$ cat src/rtl/arb_pkg.sv
// Shared definitions for the 4-way round-robin arbiter: state encoding, sizes
// and a one-hot helper.
package arb_pkg;

    typedef enum logic {
        ST_IDLE  = 1'b0,
        ST_GRANT = 1'b1
    } arb_state_t;

    localparam int NREQ  = 4;
    localparam int SEL_W = 2;

    function automatic logic [NREQ-1:0] onehot(input logic [SEL_W-1:0] idx);
        onehot      = '0;
        onehot[idx] = 1'b1;
    endfunction

endpackage

$ cat src/rtl/rr_pick4.sv
// Combinational rotating-priority picker: first set req bit scanning from ptr
// upward, wrapping 3 -> 0.
module rr_pick4
    import arb_pkg::*;
(
    input  logic [NREQ-1:0]  req,
    input  logic [SEL_W-1:0] ptr,
    output logic [SEL_W-1:0] win,
    output logic             any
);

    logic             found;
    logic [SEL_W-1:0] idx;

    always_comb begin
        win   = '0;
        found = 1'b0;
        idx   = '0;
        any   = |req;
        // SEL_W-bit addition wraps naturally, giving the modulo-4 scan order.
        for (int k = 0; k < NREQ; k++) begin
            idx = ptr + SEL_W'(k);
            if (!found && req[idx]) begin
                win   = idx;
                found = 1'b1;
            end
        end
    end

endmodule

$ cat src/rtl/rr_arbiter4.sv
// Round-robin arbiter driving the registered select of a shared 4:1 mux.
// Optional forced release after MAX_HOLD cycles when ARB_TIMEOUT_EN is defined.
module rr_arbiter4
    import arb_pkg::*;
#(
    parameter int MAX_HOLD = 8
) (
    input  logic       clk,
    input  logic       rst,
    input  logic [3:0] req,
    input  logic       in0,
    input  logic       in1,
    input  logic       in2,
    input  logic       in3,
    output logic [3:0] gnt,
    output logic [1:0] sel,
    output logic       busy,
    output logic       out,
    output logic       tmo
);

    if (MAX_HOLD < 2 || MAX_HOLD > 255) begin : g_bad_max_hold
        $error("rr_arbiter4: MAX_HOLD must be in 2..255");
    end

    // Protocol: req[i] is a level request; the owner keeps it high for as long
    // as it wants the mux. gnt/sel/busy change only on clock edges, and a drop
    // of req[sel] releases the grant at the next edge with no preemption.

    arb_state_t       state_q, state_d;
    logic [NREQ-1:0]  gnt_q, gnt_d;
    logic [SEL_W-1:0] sel_q, sel_d;
    logic             busy_q, busy_d;
    logic [SEL_W-1:0] ptr_q, ptr_d;
    logic             rel;

    logic [SEL_W-1:0] win;
    logic             any;

    rr_pick4 u_pick (
        .req (req),
        .ptr (ptr_q),
        .win (win),
        .any (any)
    );

`ifdef ARB_TIMEOUT_EN
    localparam logic [7:0] HOLD_LAST = 8'(MAX_HOLD - 1);
    logic [7:0] cnt_q, cnt_d;
    logic       tmo_q, tmo_d;
`endif

    always_ff @(posedge clk) begin
        if (rst) begin
            state_q <= ST_IDLE;
            gnt_q   <= '0;
            sel_q   <= '0;
            busy_q  <= 1'b0;
            ptr_q   <= '0;
`ifdef ARB_TIMEOUT_EN
            cnt_q   <= '0;
            tmo_q   <= 1'b0;
`endif
        end else begin
            state_q <= state_d;
            gnt_q   <= gnt_d;
            sel_q   <= sel_d;
            busy_q  <= busy_d;
            ptr_q   <= ptr_d;
`ifdef ARB_TIMEOUT_EN
            cnt_q   <= cnt_d;
            tmo_q   <= tmo_d;
`endif
        end
    end

    always_comb begin
        state_d = state_q;
        gnt_d   = gnt_q;
        sel_d   = sel_q;
        busy_d  = busy_q;
        ptr_d   = ptr_q;
        rel     = 1'b0;
`ifdef ARB_TIMEOUT_EN
        cnt_d   = cnt_q;
        tmo_d   = 1'b0;
`endif
        case (state_q)
            ST_IDLE: begin
                if (any) begin
                    state_d = ST_GRANT;
                    gnt_d   = onehot(win);
                    sel_d   = win;
                    busy_d  = 1'b1;
`ifdef ARB_TIMEOUT_EN
                    cnt_d   = '0;
`endif
                end
            end
            ST_GRANT: begin
                rel = !req[sel_q];
`ifdef ARB_TIMEOUT_EN
                // A voluntary release on the same edge wins, so tmo stays low.
                if (!rel && cnt_q == HOLD_LAST) begin
                    rel   = 1'b1;
                    tmo_d = 1'b1;
                end else begin
                    cnt_d = cnt_q + 8'd1;
                end
`endif
                if (rel) begin
                    state_d = ST_IDLE;
                    gnt_d   = '0;
                    busy_d  = 1'b0;
                    ptr_d   = sel_q + SEL_W'(1);
                end
            end
            default: begin
                state_d = ST_IDLE;
            end
        endcase
    end

    logic mux_bit;

    always_comb begin
        mux_bit = 1'b0;
        case (sel_q)
            2'd0: mux_bit = in0;
            2'd1: mux_bit = in1;
            2'd2: mux_bit = in2;
            2'd3: mux_bit = in3;
            default: mux_bit = 1'b0;
        endcase
    end

    assign gnt  = gnt_q;
    assign sel  = sel_q;
    assign busy = busy_q;
    assign out  = busy_q & mux_bit;

`ifdef ARB_TIMEOUT_EN
    assign tmo = tmo_q;
`else
    assign tmo = 1'b0;
`endif

endmodule
$ cat config.mk
export PLATFORM = sky130hd
export DESIGN_NAME = rr_arbiter4
export DESIGN_NICKNAME = d
export VERILOG_FILES = /design/src/rtl/arb_pkg.sv /design/src/rtl/rr_pick4.sv /design/src/rtl/rr_arbiter4.sv
export SDC_FILE = /design/constraint.sdc
export NUM_CORES = 1
export LEC_CHECK = 0
export CAP_MARGIN = 15
export CORE_AREA = 2 2 39 41
export CTS_BUF_LIST = sky130_fd_sc_hd__clkbuf_4 sky130_fd_sc_hd__clkbuf_8
export DETAILED_ROUTE_END_ITERATION = 8
export DIE_AREA = 0 0 41 43
export PLACE_DENSITY_LB_ADDON = 0.05
export SKIP_LAST_GASP = 1
export SYNTH_ARGS = -nofsm -noshare
export SYNTH_HDL_FRONTEND = slang
export SYNTH_SLANG_ARGS = --single-unit
$ cat constraint.sdc
create_clock -name clk -period 2.8 [get_ports clk]
set_clock_uncertainty 0.1 [all_clocks]
set_input_delay 0.56 -clock clk [delete_from_list [all_inputs] [get_ports clk]]
set_output_delay 0.56 -clock clk [all_outputs]
set_load 0.01 [all_outputs]
==> impl_metrics.ini <==
[layout]
multi_input_area_um2 = 383
nets = 101
area_delta_synth_final_pct = 36.6
diodes = 0
seqCellArea_um2 = 200
drive_gt1_share_pct = 15.1
fill_cells = 136
final_cells = 102

[yosys]
synthTopCellsByArea = dfxtp_1 (33%), ha_1 (8.2%), o32ai_2 (8.0%)
synth_warnings = 0
synthCells = 66
ys_seq_elements = 10
synthArstFlopShare_pct = 0
syn_avg_cell_area_um2 = 9.23
synth_nets = 80
synth_top_area_cell = dfxtp_1
synth_cell_type_count = 29
ys.flop_type = dfxtp_1
synth_seq_area_share_pct = 32.9
synth_top_area_share_pct = 32.9
synth_area_um2 = 609
synth-edff-count = 0
yosysMostFrequentCell = dfxtp_1
synth_top_cells_by_count = dfxtp_1 (10), nand2_1 (8)

[setup_path]
crit_chain = clkdlybuf4s50_1 > a222oi_1 > o21ai_0 > and2_1 > clkdlybuf4s50_1
worst-setup-path-type = primary input to primary output
startpoint_type = primary input
r2r-start = sel[0]
crit_path_max_incr_delay_ns = 0.47
worstReg2RegEnd = gnt[2]
crit_arrival_ns = 2.05
cpMostUsedCell = clkdlybuf4s50_1
required_ns = 2.14
r2r_cells = 5
crit_start = in3
r2r_slack_ns = 1.08
cp_max_fo = 1
cp-end-kind = primary output
crit_slowest_cell = clkdlybuf4s50_1

[clocking]
clockBufferDepth = 2
cts_buffers = 3
htree_levels = 1
cts_tree = done
post-cts-setup-buffers = 0
clock_latency_ns = 0.27
cts_hold_buf = 0
cts.reportedPaths.clkPinSlew_ns = 0.07
postCtsResizedCells = 0
clock-sinks = 10
root_buffer = clkbuf_4

[drt]
vias = 538
highest_layer = met4
met1_length_um = 616
drcViolationCount = 0
avgViaCountPerCell = 5.27
drtIter0Drc = 7
wl_per_cell_um = 12.8
wl_met3_um = 56
routed_wl_um = 1300
drt_first_pass_iters = 4
ant_nets = 0
dr_wl_met2_um = 604

[hold_path]
min_path_cells = 2
worstHoldEndpoint = gnt[3]
min_from = gnt[3]
hold_class = flop to flop

[pwr]
clockPowerShare_pct = 32.8
netSwitchingFraction_pct = 27.5
ir_drop_mv = 0.354
p_comb_share_pct = 26.5
power_frac_seq_pct = 40.7
p_per_area_nw_per_um2 = 481
switchingPower_uw = 110
p_leak_uw = 0.000322
design_power_total_uw = 400
p_int_uw = 290

[grt]
gr-usage-all-layers_pct = 17.2
grt_max_degree = 10
grt_pass1_wl_um = 2040
antenna_found_initial = 0
grt_overflow_total = 0
grt_pass1_vias = 491

[sta]
fin_tns_setup_ns = 0
max_clock_freq_mhz = 369
finalSetupViolations = 0
worst_pin_slew_ns = 0.494
rsz0062_at_grt = no
maxSlewViolCount = 0
fin_crit_sh_pct = 96.7
fin_crit_ns = 2.71
hold_viol = 0
slew_headroom_pct = 66.8
setup_ws_ns = 0.0917

[placed_design]
portBuffers = 17
place_ws_ns = 0.0840
dp_hpwl_um = 1000
dp_cells = 98
place_congestion = 0.767

[job]
cap_viol_max_count = 0

[floorplan]
core_um2 = 1380
io_pins = 19
die_area_um2 = 1760
fp.dieH_um = 43
start_util_pct = 44.0
die_x_um = 41
rows = 14

[status]
status = finished clean
==> worst max-delay path by stage <==
stage          endpoint  depth (start not counted)  slack (ns)
3_5_place_dp        out                          5        0.08
3_3_place_gp        out                          5        0.11
5_1_grt             out                          6       0.002
4_1_cts             out                          5        0.08
6_report            out                          5        0.09
2_1_floorplan       out                          5        0.85
==> power groups by stage <==
stage / combinational (uW) / sequential (uW) / clock (uW)
finish: 106 / 163 / 131
global route: 117 / 165 / 144
CTS: 107 / 163 / 134
detailed placement: 106 / 167 / 0
global placement: 106 / 166 / 0
floorplan: 57.3 / 170 / 0
==> state kept, by name, indices dropped and copies added (netlist names) <==
name / flops
state_q: 1
gnt: 4
sel: 2
busy: 1
ptr_q: 2
==> cell type report <==
cell class              instances  area share [%]
flip-flops and latches         10            24.1
repair buffers                 18            21.4
multi-input cells              50            46.0
clock buffers                   4            4.36
well taps                      16            2.41
inverters                       4            1.80
==> routing by layer <==
| layer | vias to the layer above | track usage (%) |
|---|---|---|
| met5 | - | 0 |
| met4 | 0 | 10.0 |
| met3 | 5 | 3.14 |
| met2 | 14 | 24.1 |
| met1 | 242 | 23.5 |
| li1 | 277 | - |
==> stage by stage <==
step	hold slack (ns)	util [%]	cell area (um^2)
6_report	0.376	60.1	832
4_1_cts	0.380	60.1	832
3_3_place_gp	0.362	57.5	796
2_1_floorplan	0.371	-	609
5_1_grt	0.394	60.1	832
3_5_place_dp	0.365	57.5	796
==> cell families (layout without fill, tap and decap cells) <==
family          after synthesis  in the layout  share of synthesized area [%]
buf+inv                       6             26                           4.31
fa+ha+maj                     4              4                           8.21
simple gates                 25             25                           23.0
flops                        10             10                           32.9
other cells                   1              1                          0.615
mux                           3              3                           6.98
compound gates               17             17                           24.0
==> worst max-delay path: cells and delay by family <==
family / cells / cell delay (ns)
buf+inv: 2 / 0.87
compound gates: 2 / 0.45
simple gates: 1 / 0.17
==> cell usage in the layout (no fill, tap or decap) <==
cell	count
clkbuf_8	1
o41ai_1	1
nor2b_1	2
or2b_1	2
clkdlybuf4s50_1	17
o32ai_2	3
buf_4	1
mux2i_1	2
nor2_1	4
or3_4	2
ha_1	4
a21oi_1	4
conb_1	1
nor4_1	1
nand2_1	8
clkbuf_4	3
o211a_1	1
nor3_1	1
mux4_2	1
nand2b_1	1
o21ai_0	3
o32ai_1	1
and2_1	2
dfxtp_1	10
a222oi_1	1
nand2_2	1
a311oi_1	1
or2_4	1
a32oi_1	1
o21a_1	1
inv_1	4
Note: power is estimated with default switching activity, not from simulation.
